===== src/rtl/ahbl_arbiter_2.sv =====
// Two-master AHB-Lite arbiter: shares one downstream bus between M0 and M1,
// parking the losing master's address phase in a pending register for replay.
module ahbl_arbiter_2 #(
    parameter bit FIXED_PRIO = 1'b0
) (
    input  logic        HCLK,
    input  logic        HRESET,
    input  logic [31:0] M0_HADDR,
    input  logic [1:0]  M0_HTRANS,
    input  logic [2:0]  M0_HSIZE,
    input  logic        M0_HWRITE,
    input  logic [31:0] M0_HWDATA,
    output logic        M0_HREADY,
    output logic [31:0] M0_HRDATA,
    input  logic [31:0] M1_HADDR,
    input  logic [1:0]  M1_HTRANS,
    input  logic [2:0]  M1_HSIZE,
    input  logic        M1_HWRITE,
    input  logic [31:0] M1_HWDATA,
    output logic        M1_HREADY,
    output logic [31:0] M1_HRDATA,
    output logic [31:0] HADDR,
    output logic [1:0]  HTRANS,
    output logic [2:0]  HSIZE,
    output logic        HWRITE,
    output logic [31:0] HWDATA,
    input  logic        HREADY,
    input  logic [31:0] HRDATA,
    output logic [1:0]  OWNER
);

    logic [1:0]  r_pend_valid;
    logic [31:0] r_pend_addr0, r_pend_addr1;
    logic [2:0]  r_pend_size0, r_pend_size1;
    logic        r_pend_write0, r_pend_write1;
    logic        r_dph_valid;
    logic        r_dph_owner;
    logic        r_last_grant;

    logic [1:0]  w_live;
    logic [1:0]  w_req;
    logic        w_grant;
    logic        w_win;
    logic        w_from_pend;
    logic        w_accept;

    // Master ready never looks at its own HTRANS, only at pending/data-phase state.
    always_comb begin
        M0_HREADY = 1'b1;
        M1_HREADY = 1'b1;
        if (r_pend_valid[0])
            M0_HREADY = 1'b0;
        else if (r_dph_valid && !r_dph_owner)
            M0_HREADY = HREADY;
        if (r_pend_valid[1])
            M1_HREADY = 1'b0;
        else if (r_dph_valid && r_dph_owner)
            M1_HREADY = HREADY;
    end

    assign w_live[0] = M0_HREADY & M0_HTRANS[1];
    assign w_live[1] = M1_HREADY & M1_HTRANS[1];
    assign w_req     = (r_pend_valid | w_live) & {2{~HRESET}};
    assign w_grant   = |w_req;

    always_comb begin
        w_win = 1'b0;
        case (w_req)
            2'b01:   w_win = 1'b0;
            2'b10:   w_win = 1'b1;
            2'b11:   w_win = FIXED_PRIO ? 1'b0 : ~r_last_grant;
            default: w_win = 1'b0;
        endcase
    end

    assign w_from_pend = r_pend_valid[w_win];
    assign w_accept    = w_grant & HREADY;

    always_comb begin
        HADDR  = 32'h0;
        HSIZE  = 3'b000;
        HWRITE = 1'b0;
        HTRANS = 2'b00;
        if (w_grant) begin
            HTRANS = 2'b10;
            if (!w_win) begin
                HADDR  = w_from_pend ? r_pend_addr0  : M0_HADDR;
                HSIZE  = w_from_pend ? r_pend_size0  : M0_HSIZE;
                HWRITE = w_from_pend ? r_pend_write0 : M0_HWRITE;
            end else begin
                HADDR  = w_from_pend ? r_pend_addr1  : M1_HADDR;
                HSIZE  = w_from_pend ? r_pend_size1  : M1_HSIZE;
                HWRITE = w_from_pend ? r_pend_write1 : M1_HWRITE;
            end
        end
    end

    assign HWDATA    = r_dph_owner ? M1_HWDATA : M0_HWDATA;
    assign M0_HRDATA = HRDATA;
    assign M1_HRDATA = HRDATA;
    assign OWNER     = {r_dph_valid, r_dph_owner};

    always_ff @(posedge HCLK) begin
        if (HRESET) begin
            r_pend_valid  <= 2'b00;
            r_pend_addr0  <= 32'h0;
            r_pend_addr1  <= 32'h0;
            r_pend_size0  <= 3'b000;
            r_pend_size1  <= 3'b000;
            r_pend_write0 <= 1'b0;
            r_pend_write1 <= 1'b0;
            r_dph_valid   <= 1'b0;
            r_dph_owner   <= 1'b0;
            r_last_grant  <= 1'b1;
        end else begin
            if (w_accept) begin
                r_dph_valid  <= 1'b1;
                r_dph_owner  <= w_win;
                r_last_grant <= w_win;
                if (w_from_pend)
                    r_pend_valid[w_win] <= 1'b0;
            end else if (HREADY) begin
                r_dph_valid <= 1'b0;
            end
            // A live request implies its pending slot is empty, so no clash with the clear above.
            if (w_live[0] && !(w_accept && !w_win)) begin
                r_pend_valid[0] <= 1'b1;
                r_pend_addr0    <= M0_HADDR;
                r_pend_size0    <= M0_HSIZE;
                r_pend_write0   <= M0_HWRITE;
            end
            if (w_live[1] && !(w_accept && w_win)) begin
                r_pend_valid[1] <= 1'b1;
                r_pend_addr1    <= M1_HADDR;
                r_pend_size1    <= M1_HSIZE;
                r_pend_write1   <= M1_HWRITE;
            end
        end
    end

endmodule


===== config.mk =====
export PLATFORM = sky130hd
export DESIGN_NAME = ahbl_arbiter_2
export DESIGN_NICKNAME = d
export VERILOG_FILES = /design/src/rtl/ahbl_arbiter_2.sv
export SDC_FILE = /design/constraint.sdc
export NUM_CORES = 1
export LEC_CHECK = 0
export CORE_MARGIN = 2
export CORE_UTILIZATION = 30
export CTS_CLUSTER_DIAMETER = 30
export DETAILED_ROUTE_END_ITERATION = 10
export GPL_TIMING_DRIVEN = 0
export PLACE_DENSITY = 0.76
export RECOVER_POWER = 100
export SLEW_MARGIN = 0
export SYNTH_ARGS = -nofsm -noshare
export SYNTH_HDL_FRONTEND = slang
export SYNTH_SLANG_ARGS = --single-unit

===== constraint.sdc =====
create_clock -name HCLK -period 5.48 [get_ports HCLK]
set_input_delay 0.822 -clock HCLK [delete_from_list [all_inputs] [get_ports HCLK]]
set_output_delay 0.822 -clock HCLK [all_outputs]
set_load 0.02 [all_outputs]

==> metrics.yaml, run 1 <==
dieArea_um2: 17300
cap_viol_max_count: 0
timing.fmax_mhz: 210
synthesis.area_um2: 4890
tritoncts: "built"
criticalPathCategory: "primary input to output port"
yosysUniqueCellTypes: 31
floorplan.rows: 46
synth_fp_nets: 755
grt-ovfl-total: 0
insertion_delay_to_the_later_sink_of_the_worst_skew_pair_ns: 0.33
worst-r2r-setup-slack_ns: 2.76
critPathRequiredTime_ns: 4.66
mostFrequentLayoutCell: "sky130_fd_sc_hd__nand2_1"
antenna_found_initial: 6
route.detailed.drc: 0
synth_top_area_share_pct: 31.5
floorplan.core_area_um2: 15900
rsz0062_at_grt: "false"
outcome: "completed"
leakage_nw: 3.15
slew_headroom_pct: 9.33
ys_ff_latch: 77
synth_seq_area_share_pct: 31.5
preCtsSetupSlack_ns: 1.18
synth_cells: 580
worstMarginPinSlew_ns: 1.36
crit_fanout: 10
detailed_place.area_um2: 7920
clock-sinks: 77
final.setup_skew_ns: 0.00418
ioPinCount: 313
vdd_drop_max_mv: 0.127
num_vias: 5096
grt_pass1_wl_mm: 28.0
power_density_nw_per_um2: 226
clk_transition_reported_paths_ns: 0.06
netlist_top_cells_area: "sky130_fd_sc_hd__dfxtp_1 32%, sky130_fd_sc_hd__mux2i_1 15%, sky130_fd_sc_hd__nand2_1 11%"
chipHeight_um: 132
finish.net_count: 1042
io_buffer_count: 276
fin_crit_ns: 4.76
maximum_clock_insertion_buffer_count: 2
finalHoldViolCount: 0
grt_start_max_net_pins: 13
htreeDepth: 3
report.final.setup_viol: 0
routed_wirelength_mm: 18.6
power.total_mw: 1.86
via_per_inst: 4.66
die_width_um: 132
critical_path_arrival_ns: 3.94
drt_pre_antenna_iters: 4
postSynthAreaPerCell_um2: 8.42
post-route-cell-area_um2: 8230
finalSetupTns_ns: 0
post_cts.repair.setup_buffers: 0
first_global_vias: 4899
clockRootBuffer: "sky130_fd_sc_hd__clkbuf_16"
worstHoldPathType: "flop to flop"
postRouteAntennaNets: 0
grtUsageTotal_pct: 20.9
dp.final_hpwl_mm: 15.1
kind_of_launch_point_of_the_worst_setup_path: "primary input"
min_period_over_period_pct: 86.9
drv_slew: 0
post_dr_wirelength_cell_um: 17.0
synthesis.yosys.warnings: 0
layout-drive-gt1-share_pct: 17.9
most-common-layout-cells: "146 x sky130_fd_sc_hd__nand2_1, 145 x sky130_fd_sc_hd__clkdlybuf4s50_1, 131 x sky130_fd_sc_hd__dlygate4sd3_1"
timing.final.ws_setup_ns: 0.717
floorplan.initialDensity_pct: 30.8
critical_path.endpoint_type: "output port"
drt_first_iter_violations: 150
cts_resized: 0
area.growth.synth_to_final_pct: 68.4
cts-buffers-inserted: 9
postCtsHoldBufs: 0
synth_largest_area_cell: "sky130_fd_sc_hd__dfxtp_1"
gp_routability_congestion: 0.768
## where the power goes
group | leakage [nW] | switching, mW | internal, mW
Combinational | 2.36 | 0.311 | 0.325
Sequential | 0.630 | 0.0165 | 0.595
Clock | 0.158 | 0.228 | 0.387
Total | 3.15 | 0.555 | 1.31
## cell families (layout without fill, tap and decap cells)
group	Yosys count	count (layout)	synth area share, %
multiplexers	104	104	22.1
flip-flops	77	77	31.5
buffers and inverters	116	408	15.0
other	1	6	0.0768
AO/OA/AOI/OAI	127	127	18.9
AND/OR/NAND/NOR	155	155	12.4
## path summary, 6_finish.rpt
path | start | end | depth (start not counted)
setup / recovery | HREADY | HADDR[5] | 8
hold / removal | r_pend_addr0[23]$_SDFFE_PP0P_ | r_pend_addr0[23]$_SDFFE_PP0P_ | 2
setup reg to reg | r_pend_valid[0]$_SDFFE_PP0P_ | r_pend_addr1[13]$_SDFFE_PP0P_ | 6
hold reg to reg | r_pend_addr0[23]$_SDFFE_PP0P_ | r_pend_addr0[23]$_SDFFE_PP0P_ | 2
## final cells by class
type                    instances  area [um^2]
fillers                      1530         7660
plain buffers                 114          719
clock inverters                 4         45.0
diodes                          5         12.5
inverters                       2         7.51
repair buffers                276         2760
clock buffers                  12          267
well taps                     216          270
flip-flops and latches         77         1540
multi-input cells             387         2600
## cell usage after synthesis (all sizes together)
master and count:
a211oi 1, clkbuf 30, mux2 32, mux2i 72, o21ai 2, a21o 1, o211ai 2, o311ai 1
nand2 146, nand3b 2, conb 1, nand2b 1, dfxtp 77, a311oi 1, o21ba 1, nor2 2
a21oi 77, o22ai 36, buf 84, o211a 2, nor2b 3, a221oi 1, inv 2, or3b 1
a221o 1, a211o 1
## metal layers
layer	vias up	track usage (%)	share of wire [%]
li1	2506	-	-
met1	2360	23.0	39
met2	205	39.2	52
met3	23	4.59	6.7
met4	2	7.13	2.5
met5	-	0	0.070
## worst max-delay path, cell delays in order
cell and delay (ns):
sky130_fd_sc_hd__dlygate4sd3_1 0.55, sky130_fd_sc_hd__clkbuf_1 0.31, sky130_fd_sc_hd__nand3b_1 0.16, sky130_fd_sc_hd__a21oi_1 0.14, sky130_fd_sc_hd__o211ai_1 0.70, sky130_fd_sc_hd__buf_2 0.46
sky130_fd_sc_hd__o22ai_2 0.11, sky130_fd_sc_hd__dlygate4sd3_1 0.68
## registers in the layout, indices dropped and copies added (netlist names)
signal and cells:
r_pend_valid 2, r_pend_write0 1, r_pend_addr1 32, r_pend_addr0 32, r_pend_write1 1, r_dph_valid 1
r_last_grant 1, r_dph_owner 1, r_pend_size1 3, r_pend_size0 3
## metrics by stage
stage,hold slack [ns],instances,utilization [%]
3_5_place_dp,0.447,1072,49.9
3_3_place_gp,0.441,1072,49.9
2_1_floorplan,0.436,580,-
6_report,0.451,1093,51.8
4_1_cts,0.454,1088,51.8
5_1_grt,0.467,1092,51.8
(Power assumes the default switching activity.)
==> run 2, diff against run 1 <==
Settings changed: CORE_MARGIN 2 to default.
==> metrics.yaml, run 2 (synthesis gave the netlist of run 1 again) <==
outcome: "completed"  # unchanged
postRouteAntennaNets: 0  # unchanged
met2_length_mm: 9.37  # was 9.73 mm
drt_first_iter_violations: 178  # was 150
clockRootBuffer: "sky130_fd_sc_hd__clkbuf_16"  # unchanged
number_of_logic_stages_on_the_critical_path_including_buffering: 8  # unchanged
gp_routability_congestion: 0.797  # was 0.768
reg2reg_depth: 6  # unchanged
power_density_nw_per_um2: 242  # was 226 nW/um^2
route.detailed.drc: 0  # unchanged
top_signal_layer_used: "met5"  # unchanged
drv_slew: 0  # unchanged
cp_num_buf_inv: 4  # unchanged
tritoncts: "built"  # unchanged
num_vias: 5122  # was 5096
grt_start_max_net_pins: 15  # was 13
finalSetupTns_ns: 0  # unchanged
mostFrequentLayoutCell: "sky130_fd_sc_hd__clkdlybuf4s50_1"  # was sky130_fd_sc_hd__nand2_1
worst-r2r-setup-slack_ns: 2.79  # was 2.76 ns
crit_fanout: 10  # unchanged
timing.fmax_mhz: 212  # was 210 MHz
critical_path.endpoint_type: "output port"  # unchanged
most-common-layout-cells: "171 x sky130_fd_sc_hd__clkdlybuf4s50_1, 146 x sky130_fd_sc_hd__nand2_1, 105 x sky130_fd_sc_hd__dlygate4sd3_1"  # was 146 x sky130_fd_sc_hd__nand2_1, 145 x sky130_fd_sc_hd__clkdlybuf4s50_1, 131 x sky130_fd_sc_hd__dlygate4sd3_1
chipHeight_um: 130  # was 132 um
critPathRequiredTime_ns: 4.66  # about the same
final.setup_skew_ns: 0.00526  # was 0.00418 ns
drt_pre_antenna_iters: 4  # unchanged
dp.final_hpwl_mm: 14.4  # was 15.1 mm
first_global_vias: 4856  # was 4899
worst_path_max_delay_cell: "sky130_fd_sc_hd__o211ai_1"  # unchanged
floorplan.rows: 46  # unchanged
antenna_found_initial: 5  # was 6
floorplan.core_area_um2: 15900  # unchanged
criticalPathCategory: "primary input to output port"  # unchanged
area.growth.synth_to_final_pct: 69.5  # was 68.4%
ioPinCount: 313  # unchanged
insertion_delay_to_the_later_sink_of_the_worst_skew_pair_ns: 0.34  # was 0.33 ns
met1_wire_length_mm: 7.38  # was 7.19 mm
cap_viol_max_count: 0  # unchanged
floorplan.initialDensity_pct: 30.8  # unchanged
grt-ovfl-total: 0  # unchanged
layout-drive-gt1-share_pct: 18.0  # was 17.9%
die_width_um: 130  # was 132 um
multi_input_comb_area_um2: 2600  # unchanged
report.final.setup_viol: 0  # unchanged
slew_headroom_pct: 6.79  # was 9.33%
met3_length_mm: 1.29  # was 1.24 mm
critical_path_arrival_ns: 3.89  # was 3.94 ns
io_buffer_count: 276  # unchanged
fin_crit_ns: 4.71  # was 4.76 ns
path_cells: "dlygate4sd3_1, clkbuf_1, nand3b_1, a21oi_1, o211ai_1, buf_2, o22ai_2, clkdlybuf4s50_1"  # was dlygate4sd3_1, clkbuf_1, nand3b_1, a21oi_1, o211ai_1, buf_2, o22ai_2, dlygate4sd3_1
worstHoldPathType: "flop to flop"  # unchanged
cts_resized: 0  # unchanged
htreeDepth: 3  # unchanged
register_area_um2: 1540  # unchanged
grt_pass1_wl_mm: 26.4  # was 28.0 mm
maximum_clock_insertion_buffer_count: 2  # unchanged
dieArea_um2: 16800  # was 17300 um^2
clk_transition_reported_paths_ns: 0.06  # about the same
finish.net_count: 1042  # unchanged
top_regs: "r_pend_addr0 (32), r_pend_addr1 (32)"  # unchanged
leakage_nw: 3.11  # was 3.15 nW
min_period_over_period_pct: 86.0  # was 86.9%
cts-buffers-inserted: 9  # unchanged
clock-sinks: 77  # unchanged
critical-path-top-delay-family: "buffers and inverters"  # unchanged
routed_wirelength_mm: 18.4  # was 18.6 mm
worstMarginPinSlew_ns: 1.40  # was 1.36 ns
post_dr_wirelength_cell_um: 16.9  # was 17.0 um
grtUsageTotal_pct: 21.0  # was 20.9%
fill_cells: 1507  # was 1530
finalHoldViolCount: 0  # unchanged
cp_slowest_stage_delay_ns: 0.73  # was 0.70 ns
worst_hold_path.num_cells: 2  # unchanged
via_per_inst: 4.70  # was 4.66
kind_of_launch_point_of_the_worst_setup_path: "primary input"  # unchanged
rsz0062_at_grt: "false"  # unchanged
vdd_drop_max_mv: 0.187  # was 0.127 mV
postCtsHoldBufs: 0  # unchanged
post_cts.repair.setup_buffers: 0  # unchanged
final_core_utilization_pct: 52.1  # was 51.8%
## run 2: per-layer routing
layer | up-vias | global-route usage, %
met5 | - | 0
met4 | 6 | 5.95
met3 | 27 | 4.79
met2 | 180 | 38.4
met1 | 2404 | 24.4
li1 | 2505 | -
## run 2: final timing paths
kind | end | from
worst max-delay path | HADDR[0] | HREADY
worst min-delay path | r_pend_addr1[0]$_SDFFE_PP0P_ | r_pend_addr1[0]$_SDFFE_PP0P_
worst max register to register | r_pend_size1[0]$_SDFFE_PP0P_ | r_pend_valid[0]$_SDFFE_PP0P_
worst min register to register | r_pend_addr1[0]$_SDFFE_PP0P_ | r_pend_addr1[0]$_SDFFE_PP0P_
## run 2: final cells by class
| cell class | count | share of cell area [%] |
|---|---|---|
| sequential | 77 | 18.6 |
| buffer | 114 | 8.70 |
| multi-input combinational | 387 | 31.4 |
| tap | 216 | 3.26 |
| inverter | 2 | 0.0907 |
| clock buffer | 9 | 2.72 |
| antenna | 2 | 0.0604 |
| timing repair buffer | 276 | 33.4 |
| clock inverter | 7 | 1.75 |
## run 2: tightest hold or removal path, stage by stage (launching register included)
cell	delay (ns)
sky130_fd_sc_hd__dfxtp_1	0.31
sky130_fd_sc_hd__nand2_1	0.05
sky130_fd_sc_hd__a21oi_1	0.05
## run 2: stage by stage
step | setup WS (ns) | instances | power (mW) | area [um^2] | hold slack, ns
global placement | 1.18 | 1072 | 1.29 | 7920 | 0.440
detailed placement | 1.15 | 1072 | 1.29 | 7920 | 0.446
CTS | 1.12 | 1088 | 2.04 | 8290 | 0.455
floorplan | 2.32 | 580 | 0.980 | 4890 | 0.436
finish | 0.765 | 1090 | 2.00 | 8280 | 0.453
global route | 0.548 | 1089 | 2.09 | 8280 | 0.468
## run 2: where the power goes
group          switching, mW  total (mW)  internal (mW)
clock network          0.253       0.747          0.494
registers             0.0171       0.611          0.594
logic                  0.315       0.646          0.331
total                  0.585        2.00           1.42
==> run 3, diff against run 2 <==
Settings changed: SKIP_LAST_GASP from default to 1.
==> results of run 3 <==
Same layout as run 2: the final DEF is identical, and so are final timing and power.
